**config.mk**
```make
export PLATFORM = sky130hd
export DESIGN_NAME = ms_timer_sched
export DESIGN_NICKNAME = d
export VERILOG_FILES = /design/src/rtl/ms_timer_sched.sv
export SDC_FILE = /design/constraint.sdc
export NUM_CORES = 1
export LEC_CHECK = 0
export CAP_MARGIN = 20
export CELL_PAD_IN_SITES_DETAIL_PLACEMENT = 1
export CELL_PAD_IN_SITES_GLOBAL_PLACEMENT = 2
export CORE_ASPECT_RATIO = 1.2
export CORE_MARGIN = 2
export CORE_UTILIZATION = 35
export CTS_CLUSTER_SIZE = 16
export DETAILED_ROUTE_END_ITERATION = 10
export PLACE_DENSITY = 0.86
export RECOVER_POWER = 25
export SYNTH_ARGS = -nofsm -noshare
export SYNTH_HDL_FRONTEND = slang
export SYNTH_SLANG_ARGS = --single-unit
```
**constraint.sdc**
```tcl
create_clock -name clk_i -period 6.1 [get_ports clk_i]
set_input_delay 1.83 -clock clk_i [delete_from_list [all_inputs] [get_ports clk_i]]
set_output_delay 1.83 -clock clk_i [all_outputs]
set_load 0.1 [all_outputs]
```
**src/rtl/ms_timer_sched.sv**
```systemverilog
// ms_timer_sched: multi-channel millisecond timeout scheduler.
// A shared prescaler produces a millisecond tick that advances ms_cnt. Requesters
// arm one-shot timeouts through a round-robin req/ack arbiter, and each channel
// compares its stored deadline against the shared count.
//
// Channel FSM (one per channel)
//   state | meaning
//   IDLE  | no pending timeout, busy=0
//   ARMED | deadline loaded, waiting for ms_cnt to reach it, busy=1
module ms_timer_sched #(
  parameter int NCH        = 4,
  parameter int CLK_PER_MS = 1000,
  parameter int W          = 32
) (
  input  logic              clk_i,
  input  logic              reset_i,
  input  logic              en_i,
  input  logic [NCH-1:0]    arm_req_i,
  input  logic [NCH*16-1:0] arm_ms_i,
  input  logic [NCH-1:0]    cancel_i,
  output logic [NCH-1:0]    arm_ack_o,
  output logic [NCH-1:0]    busy_o,
  output logic [NCH-1:0]    expire_o,
  output logic              ms_tick_o,
  output logic [W-1:0]      ms_cnt_o
);

  localparam int PW = (CLK_PER_MS > 1) ? $clog2(CLK_PER_MS) : 1;
  localparam int RW = $clog2(NCH);
  localparam logic [PW-1:0] PRE_LAST = PW'(CLK_PER_MS - 1);
  localparam logic [RW-1:0] RR_LAST  = RW'(NCH - 1);
  localparam logic IDLE  = 1'b0;
  localparam logic ARMED = 1'b1;

  logic [PW-1:0]         pre_q, pre_d;
  logic [W-1:0]          ms_cnt_q, ms_cnt_d, ms_cnt_inc;
  logic                  tick;
  logic [RW-1:0]         rr_q, rr_d, gnt_idx;
  logic                  gnt_vld;
  logic [NCH-1:0]        elig, grant;
  logic [NCH-1:0]        state_q, state_d;
  logic [NCH-1:0]        expire_q, expire_d;
  logic [NCH-1:0][W-1:0] dl_q, dl_d;

  assign tick       = en_i && (pre_q == PRE_LAST);
  assign ms_cnt_inc = ms_cnt_q + W'(1);
  // A cancelled channel never competes for the grant in the same cycle.
  assign elig       = arm_req_i & ~cancel_i;

  // Timebase: prescaler wraps on the tick, ms counter advances with it.
  always_comb begin
    pre_d    = pre_q;
    ms_cnt_d = ms_cnt_q;
    if (en_i) begin
      if (tick) begin
        pre_d    = '0;
        ms_cnt_d = ms_cnt_inc;
      end else begin
        pre_d = pre_q + PW'(1);
      end
    end
  end

  // Round-robin arbiter: first eligible channel at or after rr, wrapping.
  always_comb begin
    int idx;
    grant   = '0;
    gnt_idx = '0;
    gnt_vld = 1'b0;
    idx     = 0;
    for (int k = 0; k < NCH; k++) begin
      idx = (int'(rr_q) + k) % NCH;
      if (!gnt_vld && elig[idx[RW-1:0]]) begin
        gnt_vld = 1'b1;
        gnt_idx = idx[RW-1:0];
      end
    end
    if (gnt_vld) grant[gnt_idx] = 1'b1;
    rr_d = rr_q;
    if (gnt_vld) rr_d = (gnt_idx == RR_LAST) ? '0 : gnt_idx + RW'(1);
  end

  // Channel next state: cancel > grant (arm / re-arm / zero delay) > deadline hit.
  always_comb begin
    state_d  = state_q;
    dl_d     = dl_q;
    expire_d = '0;
    for (int i = 0; i < NCH; i++) begin
      if (cancel_i[i]) begin
        state_d[i] = IDLE;
      end else if (grant[i]) begin
        if (arm_ms_i[16*i +: 16] == 16'd0) begin
          state_d[i]  = IDLE;
          expire_d[i] = 1'b1;
        end else begin
          state_d[i] = ARMED;
          dl_d[i]    = ms_cnt_q + W'(arm_ms_i[16*i +: 16]);
        end
      end else if (state_q[i] == ARMED && tick && ms_cnt_inc == dl_q[i]) begin
        state_d[i]  = IDLE;
        expire_d[i] = 1'b1;
      end
    end
  end

  // State register with synchronous active-low reset.
  always_ff @(posedge clk_i) begin
    if (!reset_i) begin
      pre_q    <= '0;
      ms_cnt_q <= '0;
      rr_q     <= '0;
      state_q  <= '0;
      expire_q <= '0;
      dl_q     <= '0;
    end else begin
      pre_q    <= pre_d;
      ms_cnt_q <= ms_cnt_d;
      rr_q     <= rr_d;
      state_q  <= state_d;
      expire_q <= expire_d;
      dl_q     <= dl_d;
    end
  end

  // Outputs; the grant is suppressed while reset is held.
  always_comb begin
    arm_ack_o = reset_i ? grant : '0;
    busy_o    = state_q;
    expire_o  = expire_q;
    ms_tick_o = tick;
    ms_cnt_o  = ms_cnt_q;
  end

endmodule

```
==> results of run 1 <==
## registers in the layout, summed over array words and instances (netlist names)
signal	cells
expire_o	4
rr_q	2
ms_cnt_o	32
pre_q	10
busy_o	4
dl_q	128
## kinds of logic after synthesis
kind of cell	synth area share [%]
compound gates	20.93
mux	0.9314
fa+ha+maj	6.650
simple gates	29.06
buf+inv	4.413
flops	25.07
xor+xnor	12.94
## Yosys cell counts (5+ instances only)
cell type,count,share of area (%)
nand2_1,195,5.1
nor2_1,192,5.0
dfxtp_1,180,25
a21oi_1,113,3.9
clkbuf_1,113,3.0
xnor2_1,113,6.9
nand3_1,99,3.4
o21ai_0,87,3.0
ha_1,70,6.1
nor3_1,68,2.4
xor2_1,63,3.8
nand4_1,46,2.0
nor4_1,42,1.8
or3_1,41,1.8
a211oi_1,36,1.9
inv_1,36,0.94
or4_1,26,1.4
a311oi_1,22,1.3
a21o_1,21,1.1
a31oi_1,20,0.87
and3_1,20,0.87
nand2b_1,19,0.83
and4_1,17,1.0
o2111ai_1,17,1.0
and2_1,16,0.70
o31ai_1,16,0.84
nor2b_1,12,0.52
xnor3_1,11,1.7
mux2i_1,10,0.70
o21a_1,10,0.52
a2111oi_0,9,0.55
buf_2,9,0.31
o311ai_0,9,0.55
or2_2,9,0.39
a211o_1,8,0.49
nor3b_1,7,0.37
nand3b_1,6,0.31
o211ai_1,6,0.31
o21bai_1,6,0.31
a31o_2,5,0.30
buf_1,5,0.13
nor4b_1,5,0.30
o22ai_1,5,0.22
## layout make-up
type | instances | area, um2 | share of cell area (%)
repair buffers | 184 | 1714 | 10.16
well taps | 539 | 674.4 | 3.996
multi-input cells | 1556 | 10150 | 60.15
flip-flops and latches | 180 | 3603 | 21.35
clock inverters | 13 | 147.6 | 0.8749
clock buffers | 18 | 439.2 | 2.602
inverters | 39 | 146.4 | 0.8674
## path summary, 6_finish.rpt
| kind | start | end | slack (ns) |
|---|---|---|---|
| worst max-delay path | cancel_i[1] | arm_ack_o[2] | 0.33 |
| worst min-delay path | dl_q[38]$_SDFFE_PN0P_ | dl_q[38]$_SDFFE_PN0P_ | 0.47 |
| worst max register to register | ms_cnt_o[3]$_SDFFE_PN0P_ | busy_o[1]$_SDFFE_PP0P_ | 1.38 |
| worst min register to register | dl_q[38]$_SDFFE_PN0P_ | dl_q[38]$_SDFFE_PN0P_ | 0.47 |
## power by group through the flow
stage,combinational [W],clock (W),sequential (W)
after floorplan,0.000290,0,0.00130
after global placement,0.000480,0,0.00130
after detailed placement,0.000489,0,0.00130
after CTS,0.000492,0.00118,0.00128
after global routing,0.000536,0.00122,0.00128
final,0.000494,0.00116,0.00128
## per-stage QoR
| step | utilization, % | std cells |
|---|---|---|
| 2_1_floorplan | - | 1902 |
| 3_3_place_gp | 40.09 | 2497 |
| 3_5_place_dp | 40.09 | 2497 |
| 4_1_cts | 41.54 | 2528 |
| 5_1_grt | 41.53 | 2529 |
| 6_report | 41.53 | 2529 |
## worst max-delay path, cell delays in order
cell,delay [ns]
clkdlybuf4s50_1,0.52
nand2b_1,0.27
a21oi_1,0.15
o211ai_1,0.11
nor2b_1,0.29
inv_1,0.11
ha_1,0.27
and3_1,0.21
buf_12,0.17
## per-layer routing
metal | vias to the layer above | global-route usage [%] | wire (um)
li1 | 7144 | - | -
met1 | 7619 | 35.67 | 26390
met2 | 565 | 50.90 | 30390
met3 | 197 | 4.491 | 3509
met4 | 0 | 19.28 | 4308
met5 | - | 0 | 0
==> results.txt, run 1 <==
synthesized area: 0.01437 mm2
design area: 0.01688 mm2
initial antenna violation count: 0
pin count of the biggest net entering global routing: 76
Fillers: 4952
global-route wire length before repair: 96.92 mm
clk buf depth: 2
DRC viols: 0
Sw Share: 30.27%
Post-DP Area: 0.01629 mm2
most frequent cells in the layout: 195 x nand2_1, 190 x nor2_1, 180 x dfxtp_1
Reg clk slew, reported paths: 0.07 ns
total power draw: 0.002929 W
Critical Path End Type: output pin
Internal: 0.002042 W
PortBufs: 119
post-synth cell types: 77
max_cap viols: 1
RSZ-0062 raised after global routing: no
status: finished with violations
worst clock skew: 0.01443 ns
hold buffer count at cts: 0
proportion of layout cells with a drive suffix above 1: 6.382%
Clk pwr share: 39.6%
Critical Path Fanout Max: 5
Core Region: 0.04064 mm2
Setup crit start kind: primary input
Via density: 6.139
asr flop ratio synth: 0%
Pleak: 6.141 nW
Min-Delay Path Depth: 2
share of the yosys chip area belonging to registers: 25.07%
HPWL after DPL: 49.52 mm
die width: 189.0 um
Hold WS: 0.4702 ns
nets@finish: 2127
Least-Margin Pin Slew: 2.818 ns
setup ws final: 0.3302 ns
total CTS buffers: 17
drt pass-1 iters: 5
GRT Util Overall: 30.13%
Via Count: 15530
number of diodes: 0
Reg power frac: 43.6%
period utilization: 94.59%
clock sinks: 180
Ys Warns: 0
crit path kind: in2out
highest clock rate: 173.3 MHz
overall die height: 226.0 um
Final Slew Violations: 76
vias in the first global route: 15690
WL final: 64.60 mm
gr ovfl total: 0
Final Critical Period: 5.770 ns
Slew headroom: -87.87%
Wirelength per Cell: 25.55 um
Comb power frac: 16.9%
clk root buf: clkbuf_16
# Post-CTS Setup Buffers: 0
commonest non-fill, non-tap cell in the layout: nand2_1
clock tree from TritonCTS: built
Synthesized Nets: 2051
CP Data Arrival Time: 3.94 ns
H-tree depth: 4
PD cells: 173.5 mW/mm2
area grow syn2layout: 17.41%
Min-Delay Path Class: reg2reg
ys flop type: dfxtp_1
Reg2Reg Depth: 8
post_cts resized: 0
synthesized flop and latch total: 180
Setup WS pre-CTS: 0.2899 ns
violated checks: max-capacitance violations, max-slew violations
Synth Instances: 1902
die footprint: 0.04271 mm2
Top Ports: 120
Row Count: 81
final hold violation count: 0
1st-iter DRT viols: 916
final setup violating endpoints: 0
DRT antenna net count: 0
GPL Wtd Cong: 0.9623
setup_tns: 0 ns
Post-synth EDFFs: 0
P_sw: 0.0008866 W
peak supply drop: 0.0001633 V
clock latency on the worst-skew pair: 0.47 ns
Initial Util: 35.37%
syn avg cell area: 7.557 um2
WP data required: 4.27 ns
Power figures use the tool's default switching activity.
==> inputs of run 2 (changes only) <==
--- a/config.mk
+++ b/config.mk
@@ -13,7 +13,8 @@
 export CORE_UTILIZATION = 35
 export CTS_CLUSTER_SIZE = 16
 export DETAILED_ROUTE_END_ITERATION = 10
-export PLACE_DENSITY = 0.86
+export GPL_TIMING_DRIVEN = 0
+export PLACE_DENSITY_LB_ADDON = 0.1
 export RECOVER_POWER = 25
 export SYNTH_ARGS = -nofsm -noshare
 export SYNTH_HDL_FRONTEND = slang
==> run 2 against run 1 <==
Effect of this change: the flow now finishes without violations; design area rose by 0.29%; clock-buffer cell count rose by 7; setup slack got worse by 0.22 ns; total power rose by 3.6%; die area did not move; core utilization rose by 0.12 points; largest power group unchanged.
==> results.txt, run 2 (same netlist as run 1, synthesis figures left out) <==
clk root buf: clkbuf_16 (unchanged)
clock sinks: 180 (unchanged)
peak supply drop: 0.0002228 V (was 0.0001633 V)
Reg clk slew, reported paths: 0.07 ns (about the same)
Sw Share: 30.48% (was 30.27%)
Setup crit start kind: primary input (unchanged)
WL final: 74.25 mm (was 64.60 mm)
Critical Path Fanout Max: 10 (was 5)
Crit Reg-Reg Startpoint: ms_cnt_o[1]$_SDFFE_PN0P_ (was ms_cnt_o[3]$_SDFFE_PN0P_)
area grow syn2layout: 17.75% (was 17.41%)
Comb power frac: 17.0% (was 16.9%)
clk buf depth: 2 (unchanged)
P_sw: 0.0009246 W (was 0.0008866 W)
Top Ports: 120 (unchanged)
die width: 189.0 um (unchanged)
Via Count: 16040 (was 15530)
total CTS buffers: 17 (unchanged)
worst hold start: dl_q[101]$_SDFFE_PN0P_ (was dl_q[38]$_SDFFE_PN0P_)
die footprint: 0.04271 mm2 (unchanged)
PortBufs: 119 (unchanged)
worst reg2reg setup slack: 0.42 ns (was 1.38 ns)
drt pass-1 iters: 5 (unchanged)
final setup violating endpoints: 0 (unchanged)
Row Count: 81 (unchanged)
total power draw: 0.003034 W (was 0.002929 W)
initial antenna violation count: 1 (was 0)
WP data required: 4.27 ns (about the same)
setup ws final: 0.1125 ns (was 0.3302 ns)
GPL Wtd Cong: 0.9724 (was 0.9623)
clock tree from TritonCTS: built (unchanged)
global-route wire length before repair: 108.1 mm (was 96.92 mm)
CP Data Arrival Time: 4.16 ns (was 3.94 ns)
Slew headroom: 16.47% (was -87.87%)
vias in the first global route: 15990 (was 15690)
clock latency on the worst-skew pair: 0.48 ns (was 0.47 ns)
Post-DP Area: 0.01628 mm2 (was 0.01629 mm2)
register with the most flip-flops: dl_q (unchanged)
Reg power frac: 42.2% (was 43.6%)
Via density: 6.170 (was 6.139)
worst clock skew: 0.01076 ns (was 0.01443 ns)
HPWL after DPL: 59.39 mm (was 49.52 mm)
GRT Util Overall: 34.86% (was 30.13%)
final hold violation count: 0 (unchanged)
commonest non-fill, non-tap cell in the layout: nand2_1 (unchanged)
max_cap viols: 0 (was 1)
Final Slew Violations: 0 (was 76)
Wirelength per Cell: 28.57 um (was 25.55 um)
Min-Delay Path Class: reg2reg (unchanged)
overall die height: 226.0 um (unchanged)
most frequent cells in the layout: 195 x nand2_1, 192 x nor2_1, 180 x dfxtp_1 (was 195 x nand2_1, 190 x nor2_1, 180 x dfxtp_1)
design area: 0.01693 mm2 (was 0.01688 mm2)
DRC viols: 0 (unchanged)
Hold WS: 0.4715 ns (was 0.4702 ns)
Core Region: 0.04064 mm2 (unchanged)
Fillers: 5004 (was 4952)
proportion of layout cells with a drive suffix above 1: 3.983% (was 6.382%)
highest clock rate: 167.0 MHz (was 173.3 MHz)
1st-iter DRT viols: 1185 (was 916)
nets@finish: 2195 (was 2127)
Finished Core Util: 41.65% (was 41.53%)
Initial Util: 35.37% (unchanged)
Pleak: 6.075 nW (was 6.141 nW)
Reg2Reg Depth: 10 (was 8)
Internal: 0.002109 W (was 0.002042 W)
gr ovfl total: 0 (unchanged)
Setup WS pre-CTS: -1.382 ns (was 0.2899 ns)
flip-flop count of the largest register after layout: 128 (unchanged)
Least-Margin Pin Slew: 1.253 ns (was 2.818 ns)
Min-Delay Path Depth: 2 (unchanged)
period utilization: 98.16% (was 94.59%)
pin count of the biggest net entering global routing: 17 (was 76)
DRT antenna net count: 0 (unchanged)
FF-to-FF End: busy_o[1]$_SDFFE_PP0P_ (unchanged)
status: complete, no violations (was finished with violations)
Critical Path End Type: output pin (unchanged)
RSZ-0062 raised after global routing: no (unchanged)
PD cells: 179.2 mW/mm2 (was 173.5 mW/mm2)
Clk pwr share: 40.8% (was 39.6%)
H-tree depth: 4 (unchanged)
Final Critical Period: 5.987 ns (was 5.770 ns)
hold endpoint: dl_q[101]$_SDFFE_PN0P_ (was dl_q[38]$_SDFFE_PN0P_)
crit path kind: in2out (unchanged)
[run 2: power groups by stage]
stage	Combinational (W)	Sequential (W)	Clock, W
after floorplan	0.000290	0.00130	0
after global placement	0.000497	0.00131	0
after detailed placement	0.000505	0.00131	0
after CTS	0.000508	0.00128	0.00125
after global routing	0.000556	0.00128	0.00128
final	0.000517	0.00128	0.00124
[run 2: final cells by class]
cell class | instances | area [um2] | share of cell area (%)
tap | 539 | 674.4 | 3.985
inverter | 39 | 150.1 | 0.8871
multi-input combinational | 1556 | 10170 | 60.06
timing repair buffer | 125 | 1222 | 7.223
antenna | 1 | 2.502 | 0.01479
buffer | 127 | 490.5 | 2.898
clock buffer | 25 | 495.5 | 2.927
sequential | 180 | 3603 | 21.29
clock inverter | 7 | 120.1 | 0.7097
[run 2: how the worst max path moves through the flow]
stage           startpoint           end  slack, ns  cells after the start
4_1_cts               en_i     ms_tick_o       0.03                      7
6_report           reset_i  arm_ack_o[0]       0.11                      5
3_5_place_dp   cancel_i[0]  arm_ack_o[2]      -1.38                      9
3_3_place_gp   cancel_i[0]  arm_ack_o[2]      -1.34                      9
5_1_grt        cancel_i[1]  arm_ack_o[2]       0.06                      9
2_1_floorplan  cancel_i[1]  arm_ack_o[3]       0.65                      6
[run 2: critical path: stages]
cell and delay, ns:
clkdlybuf4s50_1 0.53, clkbuf_1 0.38, clkbuf_1 0.71, and3_1 0.27, buf_2 0.43
[run 2: per-stage QoR]
stage / setup TNS (ns) / instances
finish: 0 / 2599
global route: 0 / 2598
CTS: 0 / 2596
detailed placement: -14.15 / 2563
global placement: -21.17 / 2560
floorplan: 0 / 1902
[run 2: per-layer routing]
layer  up-vias  share of wire [%]  GRT usage, %
met2       610                 47         58.04
li1       7306                  -             -
met1      7933                 42         42.60
met5         -             0.0081             0
met3       186                5.2         4.693
met4         2                6.5         21.47
[run 2: repair_timing]
action | 4_1_cts | 5_1_grt
pin swaps | 1 | 0
setup endpoints to repair | 7 | 6
setup buffers | 1 | 0
gates resized for setup | 32 | 4
hold buffers | 0 | 0
==> inputs of run 3 (changes only) <==
--- a/config.mk
+++ b/config.mk
@@ -16,6 +16,7 @@
 export GPL_TIMING_DRIVEN = 0
 export PLACE_DENSITY_LB_ADDON = 0.1
 export RECOVER_POWER = 25
+export SETUP_SLACK_MARGIN = 0.4
 export SYNTH_ARGS = -nofsm -noshare
 export SYNTH_HDL_FRONTEND = slang
 export SYNTH_SLANG_ARGS = --single-unit
==> run 3 against run 2 <==
Effect of this change: total power up 0.19%; critical path depth stayed put; setup slack improved by 0.35 ns; worst hold slack gained 0.0011 ns; critical endpoint is now arm_ack_o[2]; clock power about the same; wire length about the same; final cell count barely moved; global-route usage about the same; design area grew 0.59%.
==> results.txt, run 3 (same netlist as run 1, synthesis figures left out) <==
max_cap viols: 0 (unchanged)
Initial Util: 35.37% (unchanged)
register with the most flip-flops: dl_q (unchanged)
gr ovfl total: 0 (unchanged)
vias in the first global route: 16000 (was 15990)
Critical Path Fanout Max: 10 (unchanged)
GRT Util Overall: 34.90% (was 34.86%)
clock tree from TritonCTS: built (unchanged)
drt pass-1 iters: 5 (unchanged)
die width: 189.0 um (unchanged)
overall die height: 226.0 um (unchanged)
area grow syn2layout: 18.45% (was 17.75%)
Core Region: 0.04064 mm2 (unchanged)
Hold WS: 0.4726 ns (was 0.4715 ns)
PD cells: 178.5 mW/mm2 (was 179.2 mW/mm2)
flip-flop count of the largest register after layout: 128 (unchanged)
final setup violating endpoints: 0 (unchanged)
most frequent cells in the layout: 195 x nand2_1, 192 x nor2_1, 180 x dfxtp_1 (unchanged)
crit path kind: in2out (unchanged)
slowest CP cell: dlygate4sd3_1 (was clkbuf_1)
CP Data Arrival Time: 3.80 ns (was 4.16 ns)
Least-Margin Pin Slew: 1.219 ns (was 1.253 ns)
setup_tns: 0 ns (unchanged)
total CTS buffers: 17 (unchanged)
Setup crit start kind: primary input (unchanged)
Top Ports: 120 (unchanged)
Via density: 6.148 (was 6.170)
Layout Cells excl Fill: 2600 (was 2599)
1st-iter DRT viols: 1204 (was 1185)
WL final: 74.21 mm (was 74.25 mm)
H-tree depth: 4 (unchanged)
hold buffer count at cts: 0 (unchanged)
Final Slew Violations: 0 (unchanged)
GPL Wtd Cong: 0.9724 (unchanged)
clk root buf: clkbuf_16 (unchanged)
period utilization: 92.35% (was 98.16%)
Wirelength per Cell: 28.54 um (was 28.57 um)
Inst Count DP: 2563 (unchanged)
clock sinks: 180 (unchanged)
die footprint: 0.04271 mm2 (unchanged)
cells along the critical path: dlygate4sd3_1, clkbuf_1, clkbuf_2, and3_4, buf_12 (was clkdlybuf4s50_1, clkbuf_1, clkbuf_1, and3_1, buf_2)
Via Count: 15990 (was 16040)
Pleak: 6.102 nW (was 6.075 nW)
Slew headroom: 18.71% (was 16.47%)
WP data required: 4.27 ns (about the same)
Reg clk slew, reported paths: 0.07 ns (about the same)
clock latency on the worst-skew pair: 0.48 ns (about the same)
RSZ-0062 raised after global routing: no (unchanged)
Min-Delay Path Class: reg2reg (unchanged)
status: complete, no violations (unchanged)
HPWL after DPL: 59.39 mm (unchanged)
pin count of the biggest net entering global routing: 17 (unchanged)
global-route wire length before repair: 108.3 mm (was 108.1 mm)
PortBufs: 119 (unchanged)
nets@finish: 2196 (was 2195)
final hold violation count: 0 (unchanged)
Critical Path End Type: output pin (unchanged)
Row Count: 81 (unchanged)
worst clock skew: 0.01215 ns (was 0.01076 ns)
DRT antenna net count: 0 (unchanged)
commonest non-fill, non-tap cell in the layout: nand2_1 (unchanged)
Post-DP Area: 0.01628 mm2 (unchanged)
design area: 0.01703 mm2 (was 0.01693 mm2)
highest clock rate: 177.5 MHz (was 167.0 MHz)
DRC viols: 0 (unchanged)
peak supply drop: 0.0002202 V (was 0.0002228 V)
proportion of layout cells with a drive suffix above 1: 4.466% (was 3.983%)
slowest stage delay, CP: 0.60 ns (was 0.71 ns)
clk buf depth: 2 (unchanged)
Final Critical Period: 5.633 ns (was 5.987 ns)
initial antenna violation count: 1 (unchanged)
-- run 3: cell types whose count changed in the layout (fill, tap and decap cells not counted), sizes merged --
cell           change
buf                +2
clkdlybuf4s50      -2
dlygate4sd3        +2
clkbuf             -1
dlygate4sd2        +1
dlymetal6s2s       -1
-- run 3: path summary, 6_finish.rpt --
check	endpoint	from	cells after the start	slack [ns]
worst max register to register	busy_o[1]$_SDFFE_PP0P_	ms_cnt_o[1]$_SDFFE_PN0P_	11	0.75
worst min-delay path	dl_q[101]$_SDFFE_PN0P_	dl_q[101]$_SDFFE_PN0P_	2	0.47
worst max-delay path	arm_ack_o[2]	reset_i	5	0.47
worst min register to register	dl_q[101]$_SDFFE_PN0P_	dl_q[101]$_SDFFE_PN0P_	2	0.47
-- run 3: repair_timing --
| item | CTS | global route |
|---|---|---|
| pin swaps | 1 | 0 |
| setup buffers | 2 | 0 |
| endpoints found under the setup margin | 30 | 15 |
| resized for setup | 46 | 16 |
| cloned | 0 | 0 |
-- run 3: power breakdown --
part	internal [W]	leakage [nW]	switching [W]
Clock	0.000690	0.298	0.000543
Combinational	0.000201	4.35	0.000325
Sequential	0.00122	1.46	0.0000559
-- run 3: layout make-up --
type | count | area, um2
Clock buffer | 25 | 495.5
Sequential cell | 180 | 3603
Tap cell | 539 | 674.4
Clock inverter | 7 | 120.1
Multi-Input combinational cell | 1556 | 10210
Fill cell | 4997 | 23620
Antenna cell | 1 | 2.502
Inverter | 39 | 150.1
Timing Repair Buffer | 126 | 1267
Buffer | 127 | 499.2
-- run 3: worst max-delay path, delay by kind of cell --
| family | cells | cell delay (ns) |
|---|---|---|
| and+or+nand+nor | 1 | 0.30 |
| buffers and inverters | 4 | 1.67 |
-- run 3: metal layers --
layer	vias to the layer above	global-route usage [%]	wire length [um]
met2	559	58.01	34570
met3	176	4.678	3941
li1	7290	-	-
met1	7958	42.69	30780
met4	2	21.65	4910
met5	-	0	13
-- run 3: through the flow --
step | utilization (%) | setup slack [ns] | power [W]
2_1_floorplan | - | 0.6453 | 0.001587
3_3_place_gp | 39.96 | -1.338 | 0.001803
3_5_place_dp | 40.05 | -1.382 | 0.001811
4_1_cts | 41.66 | 0.2984 | 0.003038
5_1_grt | 41.89 | 0.3882 | 0.003130
6_report | 41.89 | 0.4667 | 0.003040
